$ cat config.mk
export PLATFORM = sky130hd
export DESIGN_NAME = mfp_adc_max10_arbiter
export DESIGN_NICKNAME = d
export VERILOG_FILES = /design/src/rtl/mfp_adc_max10_arbiter_pkg.sv /design/src/rtl/mfp_adc_max10_arbiter_owner_fifo.sv /design/src/rtl/mfp_adc_max10_arbiter.sv
export SDC_FILE = /design/constraint.sdc
export NUM_CORES = 1
export LEC_CHECK = 0
export BUFFER_PORTS_ARGS = -buffer_cell sky130_fd_sc_hd__buf_2
export CORE_MARGIN = 2
export CORE_UTILIZATION = 30
export DETAILED_ROUTE_END_ITERATION = 16
export GPL_TIMING_DRIVEN = 0
export HOLD_SLACK_MARGIN = 0.12
export SYNTH_ARGS = -nofsm -noshare
export SYNTH_HDL_FRONTEND = slang
export SYNTH_HIERARCHICAL = 1
export SYNTH_SLANG_ARGS = --single-unit
$ cat constraint.sdc
create_clock -name CLK -period 2.6 [get_ports CLK]
set_input_delay 0.26 -clock CLK [delete_from_list [all_inputs] [get_ports CLK]]
set_output_delay 0.26 -clock CLK [all_outputs]
set_load 0.05 [all_outputs]
$ cat src/rtl/mfp_adc_max10_arbiter_pkg.sv
// Shared types and widths for the MAX10 ADC stream arbiter.
// Owner IDs are 3 bits wide, which covers up to 8 requesters.
package mfp_adc_max10_arbiter_pkg;

    typedef enum logic {
        S_IDLE = 1'b0,
        S_BUSY = 1'b1
    } state_t;

    localparam int CH_W   = 5;
    localparam int DATA_W = 12;
    localparam int OWN_W  = 3;

endpackage

$ cat src/rtl/mfp_adc_max10_arbiter_owner_fifo.sv
// Owner-ID FIFO: records which requester owns each outstanding command packet.
// A push is accepted while full only when a pop happens in the same cycle.
module mfp_adc_owner_fifo #(
    parameter int DEPTH = 4,
    parameter int W     = 3
) (
    input  logic         CLK,
    input  logic         RESETn,
    input  logic         i_push,
    input  logic         i_pop,
    input  logic [W-1:0] i_din,
    output logic [W-1:0] o_head,
    output logic         o_full,
    output logic         o_empty
);

    localparam int AW = $clog2(DEPTH);

    logic [W-1:0]  r_mem [DEPTH];
    logic [AW-1:0] r_wr;
    logic [AW-1:0] r_rd;
    logic [AW:0]   r_cnt;
    logic          w_push;
    logic          w_pop;

    assign o_empty = (r_cnt == '0);
    assign o_full  = (r_cnt == (AW+1)'(DEPTH));
    assign o_head  = r_mem[r_rd];
    assign w_pop   = i_pop & ~o_empty;
    assign w_push  = i_push & (~o_full | w_pop);

    always_ff @(posedge CLK or negedge RESETn) begin
        if (!RESETn) begin
            r_wr  <= '0;
            r_rd  <= '0;
            r_cnt <= '0;
            for (int i = 0; i < DEPTH; i++) r_mem[i] <= '0;
        end else begin
            if (w_push) begin
                r_mem[r_wr] <= i_din;
                r_wr        <= r_wr + 1'b1;
            end
            if (w_pop) r_rd <= r_rd + 1'b1;
            case ({w_push, w_pop})
                2'b10:   r_cnt <= r_cnt + 1'b1;
                2'b01:   r_cnt <= r_cnt - 1'b1;
                default: r_cnt <= r_cnt;
            endcase
        end
    end

endmodule

$ cat src/rtl/mfp_adc_max10_arbiter.sv
// Packet-atomic round-robin arbiter sharing one MAX10 ADC command/response stream.
// Define MFP_ADC_ARB_PRIO_EN to give requester 0 absolute priority at each grant.
module mfp_adc_max10_arbiter
    import mfp_adc_max10_arbiter_pkg::*;
#(
    parameter int REQ_COUNT = 2,
    parameter int OWN_DEPTH = 4
) (
    input  logic                      CLK,
    input  logic                      RESETn,
    input  logic [REQ_COUNT-1:0]      REQ_C_Valid,
    input  logic [CH_W*REQ_COUNT-1:0] REQ_C_Channel,
    input  logic [REQ_COUNT-1:0]      REQ_C_SOP,
    input  logic [REQ_COUNT-1:0]      REQ_C_EOP,
    output logic [REQ_COUNT-1:0]      REQ_C_Ready,
    output logic [REQ_COUNT-1:0]      REQ_R_Valid,
    output logic [CH_W-1:0]           REQ_R_Channel,
    output logic [DATA_W-1:0]         REQ_R_Data,
    output logic                      REQ_R_SOP,
    output logic                      REQ_R_EOP,
    output logic                      ADC_C_Valid,
    output logic [CH_W-1:0]           ADC_C_Channel,
    output logic                      ADC_C_SOP,
    output logic                      ADC_C_EOP,
    input  logic                      ADC_C_Ready,
    input  logic                      ADC_R_Valid,
    input  logic [CH_W-1:0]           ADC_R_Channel,
    input  logic [DATA_W-1:0]         ADC_R_Data,
    input  logic                      ADC_R_SOP,
    input  logic                      ADC_R_EOP,
    output logic                      Busy,
    output logic                      Orphan
);

    state_t               r_state;
    state_t               w_state_nxt;
    logic [OWN_W-1:0]     r_grant;
    logic [OWN_W-1:0]     w_grant_nxt;
    logic [OWN_W-1:0]     r_ptr;
    logic [OWN_W-1:0]     w_ptr_nxt;
    logic [OWN_W-1:0]     w_sel;
    logic [OWN_W-1:0]     w_head;
    logic [REQ_COUNT-1:0] w_elig;
    logic                 w_found;
    logic                 w_push;
    logic                 w_pop;
    logic                 w_full;
    logic                 w_empty;
    logic                 r_orphan;

    // Pick the first eligible requester at or after the RR pointer (wrapping).
    always_comb begin
        w_elig  = REQ_C_Valid & REQ_C_SOP;
        w_found = 1'b0;
        w_sel   = '0;
`ifdef MFP_ADC_ARB_PRIO_EN
        if (w_elig[0]) w_found = 1'b1;
`endif
        for (int k = 0; k < REQ_COUNT; k++) begin
            for (int i = 0; i < REQ_COUNT; i++) begin
                if (!w_found && w_elig[i] &&
                    ((i - int'(r_ptr) + REQ_COUNT) % REQ_COUNT) == k) begin
                    w_found = 1'b1;
                    w_sel   = OWN_W'(i);
                end
            end
        end
    end

    always_comb begin
        w_state_nxt = r_state;
        w_grant_nxt = r_grant;
        w_ptr_nxt   = r_ptr;
        w_push      = 1'b0;
        case (r_state)
            S_IDLE: begin
                if (w_found && !w_full) begin
                    w_grant_nxt = w_sel;
                    w_state_nxt = S_BUSY;
                end
            end
            S_BUSY: begin
                if (ADC_C_Valid && ADC_C_Ready && ADC_C_EOP) begin
                    w_push      = 1'b1;
                    w_ptr_nxt   = (r_grant == OWN_W'(REQ_COUNT-1)) ? '0 : r_grant + 1'b1;
                    w_state_nxt = S_IDLE;
                end
            end
            default: w_state_nxt = S_IDLE;
        endcase
    end

    always_ff @(posedge CLK or negedge RESETn) begin
        if (!RESETn) begin
            r_state  <= S_IDLE;
            r_grant  <= '0;
            r_ptr    <= '0;
            r_orphan <= 1'b0;
        end else begin
            r_state  <= w_state_nxt;
            r_grant  <= w_grant_nxt;
            r_ptr    <= w_ptr_nxt;
            if (ADC_R_Valid && w_empty) r_orphan <= 1'b1;
        end
    end

    // Command mux: the granted requester drives the ADC directly while busy.
    always_comb begin
        ADC_C_Valid   = 1'b0;
        ADC_C_Channel = '0;
        ADC_C_SOP     = 1'b0;
        ADC_C_EOP     = 1'b0;
        REQ_C_Ready   = '0;
        for (int i = 0; i < REQ_COUNT; i++) begin
            if (r_state == S_BUSY && r_grant == OWN_W'(i)) begin
                ADC_C_Valid    = REQ_C_Valid[i];
                ADC_C_Channel  = REQ_C_Channel[CH_W*i +: CH_W];
                ADC_C_SOP      = REQ_C_SOP[i];
                ADC_C_EOP      = REQ_C_EOP[i];
                REQ_C_Ready[i] = ADC_C_Ready;
            end
        end
    end

    always_comb begin
        REQ_R_Valid = '0;
        for (int i = 0; i < REQ_COUNT; i++)
            REQ_R_Valid[i] = ADC_R_Valid & ~w_empty & (w_head == OWN_W'(i));
    end

    assign w_pop         = ADC_R_Valid & ADC_R_EOP & ~w_empty;
    assign REQ_R_Channel = ADC_R_Channel;
    assign REQ_R_Data    = ADC_R_Data;
    assign REQ_R_SOP     = ADC_R_SOP;
    assign REQ_R_EOP     = ADC_R_EOP;
    assign Busy          = (r_state == S_BUSY) | ~w_empty;
    assign Orphan        = r_orphan;

    mfp_adc_owner_fifo #(
        .DEPTH (OWN_DEPTH),
        .W     (OWN_W)
    ) u_owner_fifo (
        .CLK     (CLK),
        .RESETn  (RESETn),
        .i_push  (w_push),
        .i_pop   (w_pop),
        .i_din   (r_grant),
        .o_head  (w_head),
        .o_full  (w_full),
        .o_empty (w_empty)
    );

endmodule

== Word-level counts from Yosys, hierarchy flattened ==
Index checks and enable logic that the tools add are counted.
Storage, ports and cells
  register bits: 27
  output and inout bits: 33
  word-level logic and storage cells: 103
Cells by class
  muxes and demuxes: 30
  bitwise gates (word level): 17
  reductions and logical operators: 26
  order comparisons: 3
  $add $sub $neg: 9
  equality and inequality tests: 7
Operator list (count)
  zero test 32 bit: 2
  2-to-1 mux 3 bit: 6
  2-to-1 mux 1 bit: 17
  logical AND 1 bit: 14
  bitwise mux 12 bit: 1
  adder 4 x 3 -> 5 bit, second input constant: 2
  2-to-1 mux 5 bit: 2
  bitwise AND 1 bit: 9
  zero test 3 bit: 3
  subtractor 1 x 3 -> 4 bit, first input constant: 2
  adder 3 x 1 -> 3 bit, second input constant: 2
  binary-select mux 3 bit (select 2 bit): 1
  demux 3 bit (select 2 bit): 1
  == test 2 bit, second input constant: 3
  == test 3 x 1 -> 1 bit, second input constant: 2
  greater-or-equal comparator 3 bit, second input constant: 2
  NOT 2 -> 3 bit: 2
  case mux 3 bit (2 select lines): 1
  adder 2 x 1 -> 2 bit, second input constant: 2
  zero test 1 bit: 4
  AND reduction 2 bit: 2
  == test 3 bit, second input constant: 1
  less-than comparator 3 x 1 -> 1 bit, second input constant: 1
  NOT 1 bit: 3
  6 further kinds: 7

== Depth between registers and ports, before layout ==
  depth in word-level cells: 21
  gate-level depth with buffers: 11

== Modules after synthesis ==
The synthesis kept the hierarchy.
Modules (own cells, without submodules)
  mfp_adc_owner_fifo: area an instance 947.2 um2, sequential area each 475.5 um2, instances 1, cells each 69
  mfp_adc_max10_arbiter: area an instance 538.0 um2, sequential area each 100.1 um2, instances 1, cells each 67

== Worst setup path before layout ==
No wires, ideal clock.
  kind: reg2out
  start point: reg u_owner_fifo.r_rd[0]
  end point: out REQ_R_Valid[1]
  cell stages (with the launch flop): 4
  arrival: 2.794 ns
  buffers on the path: 1
  path slack: -0.454 ns
  path through: dfrtp_1 > clkbuf_1 > mux4_2 > nor4b_1
On the way
  cells in the longest elaborated chain, start to end: 6
Ends and longest elaborated chain
  from (decl): line mfp_adc_max10_arbiter_owner_fifo.sv:21  | logic [AW-1:0] r_rd;
  from (signal assigned): line mfp_adc_max10_arbiter_owner_fifo.sv:43  | if (w_pop) r_rd <= r_rd + 1'b1;
  NOT 2 -> 3 bit (implied by the code): line mfp_adc_max10_arbiter_owner_fifo.sv:28  | assign o_head = r_mem[r_rd];
  binary-select mux 3 bit (select 2 bit): line mfp_adc_max10_arbiter_owner_fifo.sv:28
  2-to-1 mux 3 bit (implied by the code) (2 in a row): line mfp_adc_max10_arbiter_owner_fifo.sv:28
  via w_head[1]: line mfp_adc_max10_arbiter.sv:42  | logic [OWN_W-1:0] w_head;
  == test 3 x 1 -> 1 bit: line mfp_adc_max10_arbiter.sv:128  | REQ_R_Valid[i] = ADC_R_Valid & ~w_empty & (w_head == OWN_W'(i));
  bitwise AND 1 bit: line mfp_adc_max10_arbiter.sv:128
  to (decl): line mfp_adc_max10_arbiter.sv:16  | output logic [REQ_COUNT-1:0] REQ_R_Valid,
The timed path passes the listed nets, and every way through them passes these cells. The select of a mux whose other input is x is not followed.

== Final worst setup path ==
  start point: reg u_owner_fifo.r_cnt[0]
  end point: reg u_owner_fifo.r_cnt[2]
On the way
  cells in the longest elaborated chain, start to end: 8
  elaborated cells between the ends (all ways): 14
  those cells by class: add/sub: 2; eq/ne: 3; mux: 1; bitwise: 6; reduce/logical: 2
Ends and longest elaborated chain
  from (decl): line mfp_adc_max10_arbiter_owner_fifo.sv:22  | logic [AW:0] r_cnt;
  from (signal assigned): line mfp_adc_max10_arbiter_owner_fifo.sv:45  | 2'b10: r_cnt <= r_cnt + 1'b1;
  from (signal assigned): line mfp_adc_max10_arbiter_owner_fifo.sv:46  | 2'b01: r_cnt <= r_cnt - 1'b1;
  from (signal assigned): line mfp_adc_max10_arbiter_owner_fifo.sv:47  | default: r_cnt <= r_cnt;
  zero test 3 bit (*): line mfp_adc_max10_arbiter_owner_fifo.sv:26  | assign o_empty = (r_cnt == '0);
  via w_empty: line mfp_adc_max10_arbiter.sv:48  | logic w_empty;
  NOT 1 bit (*): line mfp_adc_max10_arbiter.sv:131  | assign w_pop = ADC_R_Valid & ADC_R_EOP & ~w_empty;
  bitwise AND 1 bit (*): line mfp_adc_max10_arbiter.sv:131
  via w_pop: line mfp_adc_max10_arbiter.sv:46  | logic w_pop;
  bitwise AND 1 bit (*): line mfp_adc_max10_arbiter_owner_fifo.sv:29  | assign w_pop = i_pop & ~o_empty;
  bitwise OR 1 bit: line mfp_adc_max10_arbiter_owner_fifo.sv:30  | assign w_push = i_push & (~o_full | w_pop);
  bitwise AND 1 bit: line mfp_adc_max10_arbiter_owner_fifo.sv:30
  == test 2 x 1 -> 1 bit or == test 2 bit (tied branches): line mfp_adc_max10_arbiter_owner_fifo.sv:44  | case ({w_push, w_pop})
  case mux 3 bit (2 select lines) or nonzero test 2 bit (tied branches)
The timed path passes the listed nets; every way through them passes the cells marked *.
A chain may end at the register's enable or synchronous reset.

==> metrics.md <==
| Metric | Value |
|---|---|
| Status | completed |
| Max Clock Skew | 1.031 ps |
| Syn_area_per_cell | 10.92 sq um |
| Most used DFF post-synth | dfrtp_1 |
| WS Path Type | flop to flop |
| Post-route cell area | 2002 sq um |
| Area Growth Syn to Fin | 34.79% |
| VDD IR-drop max | 458.1 uV |
| Fin. Hold Viols | 0 |
| Max Fclk | 0.4104 GHz |
| Min cycle time layout | 2436 ps |
| DR vias | 1170 |
| Asr flop ratio synth | 1.000 |
| Placed Area | 1873 sq um |
| Share of cells above drive strength 1 | 0.5266 |
| Post-detailed-route count of antenna-violating nets | 0 |
| RSZ-0062 raised after global routing | no |
| Setup violators final | 0 |
| Post-DP HPWL | 2.420 mm |
| Die width | 74.36 microns |
| Netlist cell types | 34 |
| GR Overflow Total | 0 |
| Slowest Stage Delay on Critical Path | 430 ps |
| Routability Congestion | 0.6994 |
| Clk root buf | clkbuf_8 |
| Initial antenna violation count | 0 |
| Final total power | 0.002192 W |
| DRC viols | 0 |
| Fin crit share | 0.9371 |
| Yosys reg bits | 23 |
| Final wirelength | 3.018 mm |
| Synth warnings | 6 |
| Vias in the first global route | 1072 |
| Number of vias per cell | 4.270 |
| Worst Path Arrival | 2630 ps |
| Total GRT Usage | 0.1110 |
| CTS Sinks | 23 |
| H-tree depth | 1 |
| Pre-CTS setup slack | -276.6 ps |
| Startpoint class of the critical path | flop |
| Actual slew at the worst max-slew pin | 526.3 ps |
| Buffers and inverters on the worst path | 1 |
| Pre-Repair DR Iteration Count | 3 |
| # port buffers | 53 |
| Ports | 72 |
| Die area | 5529 sq um |
| DIE HEIGHT | 74.36 microns |
| Slowest cell on the critical path | dfrtp_2 |
| Mapped Area | 1485 sq um |
| Clock Pin Slew Worst Setup and Hold Paths | 80 ps |
| Required time of the critical path | 2790 ps |
| Max-Cap Viols | 0 |
| Post-Synthesis Cells | 136 |
| Pin count of the biggest net entering global routing | 24 |
| NumNets Final | 253 |
| Pins over their slew limit | 0 |
| Row cnt | 25 |
| Pwr dens | 1095 nW/um^2 |
| Crit. End Element | flop |
| 1st-iter DRT viols | 28 |
| Relative slew slack | 0.6491 |
| Top delay family on crit path | simple AND/OR/NAND/NOR gates |
| Static leakage | 1.008 nW |
| Initial core utilization | 0.3124 |
| Antenna cells | 0 |
| Setup ws final | 163.5 ps |
| Clock Path Buffers | 2 |
| Cts bufs inserted | 3 |
| WL/cell | 11.01 microns |
| Critical path, cell by cell | nor3_4 > nand2b_4 > nor2_1 > nor4b_4 > nand2b_4 > ha_1 > inv_1 > fa_1 > xor2_1 > nor2_1 > xor2_1 |
| Max FO, Critical Path | 3 |
| Post-synth EDFFs | 0 |
| Seq/Total Area, Yosys | 0.3875 |
| Worst-Skew Late Latency | 270 ps |
| CTS tree | done |
| First-pass GRT wire length | 4.698 mm |
| Worst min-delay path class | input pin to flop |
| Core Box Area | 4755 sq um |
[stage by stage]
| stage | setup TNS [ps] | std cells | hold slack (ps) | util |
|---|---|---|---|---|
| final | 0 | 274 | 247.4 | 0.4211 |
| after global routing | 0 | 274 | 248.3 | 0.4211 |
| after CTS | 0 | 269 | 242.6 | 0.4118 |
| after detailed placement | -352.0 | 263 | 267.2 | 0.3939 |
| after global placement | -275.7 | 263 | 266.1 | 0.3939 |
| after floorplan | 0 | 143 | -35.59 | - |
[where the power goes]
| group | internal, W | switching, W | total [W] |
|---|---|---|---|
| clock | 0.000107 | 0.000116 | 0.000223 |
| sequential | 0.000534 | 0.000148 | 0.000682 |
| combinational | 0.000539 | 0.000748 | 0.00129 |
| total | 0.00118 | 0.00101 | 0.00219 |
[final cells by class]
class,count,area [sq um]
timing repair buffer,60,320.3
clock buffer,3,41.29
inverter,6,22.52
clock inverter,1,5.005
tap,67,83.83
sequential,23,579.3
fill,487,2753
buffer,22,161.4
multi-input combinational,92,788.3
[cell usage in the layout, fill, tap and decap left out, types with 2 or more instances in the layout]
| cell | n |
|---|---|
| and3_1 | 2 |
| buf_2 | 53 |
| buf_4 | 25 |
| clkbuf_1 | 2 |
| clkbuf_8 | 3 |
| conb_1 | 8 |
| dfrtp_1 | 20 |
| dfrtp_2 | 3 |
| ha_1 | 5 |
| inv_1 | 6 |
| mux2_2 | 13 |
| mux2i_1 | 9 |
| mux4_2 | 3 |
| nand2_1 | 10 |
| nand2b_4 | 2 |
| nor2_1 | 8 |
| nor2b_1 | 8 |
| o21ai_0 | 2 |
| xnor2_1 | 3 |
| xor2_1 | 3 |
[synth_stat cells, drive strengths merged, types with 2 or more instances]
cell	number	area, sq um
a21oi	2	13.76
and3	2	12.51
buf	20	153.9
clkbuf	2	7.510
dfrtp	23	575.6
ha	5	62.56
inv	6	22.52
mux2	13	146.4
mux2i	9	90.09
mux4	3	67.56
nand2	10	37.54
nand2b	3	21.27
nor2	8	30.03
nor2b	8	50.05
nor4b	2	32.53
o21ai	2	10.01
xnor2	3	26.28
xor2	3	26.28
[what timing repair did]
item	4_1_cts	5_1_grt
endpoints found under the setup margin	2	1
hold endpoints to repair	23	0
pin swaps	1	3
gates resized for setup	5	2
buffers inserted	1	5
gates cloned	0	0
hold buffers	1	0
[path summary, 6_finish.rpt]
check                      slack [ps]                         startpoint                                 to  depth (start not counted)
max reg2reg                       160  u_owner_fifo/r_cnt[0]$_DFFE_PN0P_  u_owner_fifo/r_cnt[2]$_DFFE_PN0P_                         11
min                               250                        ADC_R_Valid                 Orphan$_DFFE_PN0P_                          2
min in group asynchronous         490                             RESETn  u_owner_fifo/r_mem[1]$_DFFE_PN0P_                          2
max in group asynchronous        1730                             RESETn  u_owner_fifo/r_cnt[1]$_DFFE_PN0P_                          2
min reg2reg                       460                 Orphan$_DFFE_PN0P_                 Orphan$_DFFE_PN0P_                          1
max                               160  u_owner_fifo/r_cnt[0]$_DFFE_PN0P_  u_owner_fifo/r_cnt[2]$_DFFE_PN0P_                         11
[per-layer routing]
metal,global-route usage,wire (microns),vias to the layer above
li1,-,-,576
met1,0.1360,1301,552
met2,0.1937,1477,37
met3,0.02846,206,5
met4,0.02976,32,0
met5,0,0,-
[sequential cells by signal, summed over array words and instances (netlist names)]
| signal | cells |
|---|---|
| u_owner_fifo/r_cnt | 3 |
| u_owner_fifo/r_rd | 2 |
| r_ptr | 1 |
| Orphan | 1 |
| u_owner_fifo/r_wr | 2 |
| r_state | 1 |
| r_grant | 1 |
| u_owner_fifo/r_mem | 12 |
[kinds of logic after synthesis]
kind of cell,synth area share
AO/OA/AOI/OAI,0.05055
XOR/XNOR,0.03539
adder cells (fa/ha/maj),0.05560
buffers and inverters,0.1238
flip-flops,0.3875
multiplexers,0.2047
other,0.002525
AND/OR/NAND/NOR,0.1398
(Power assumes the default switching activity.)
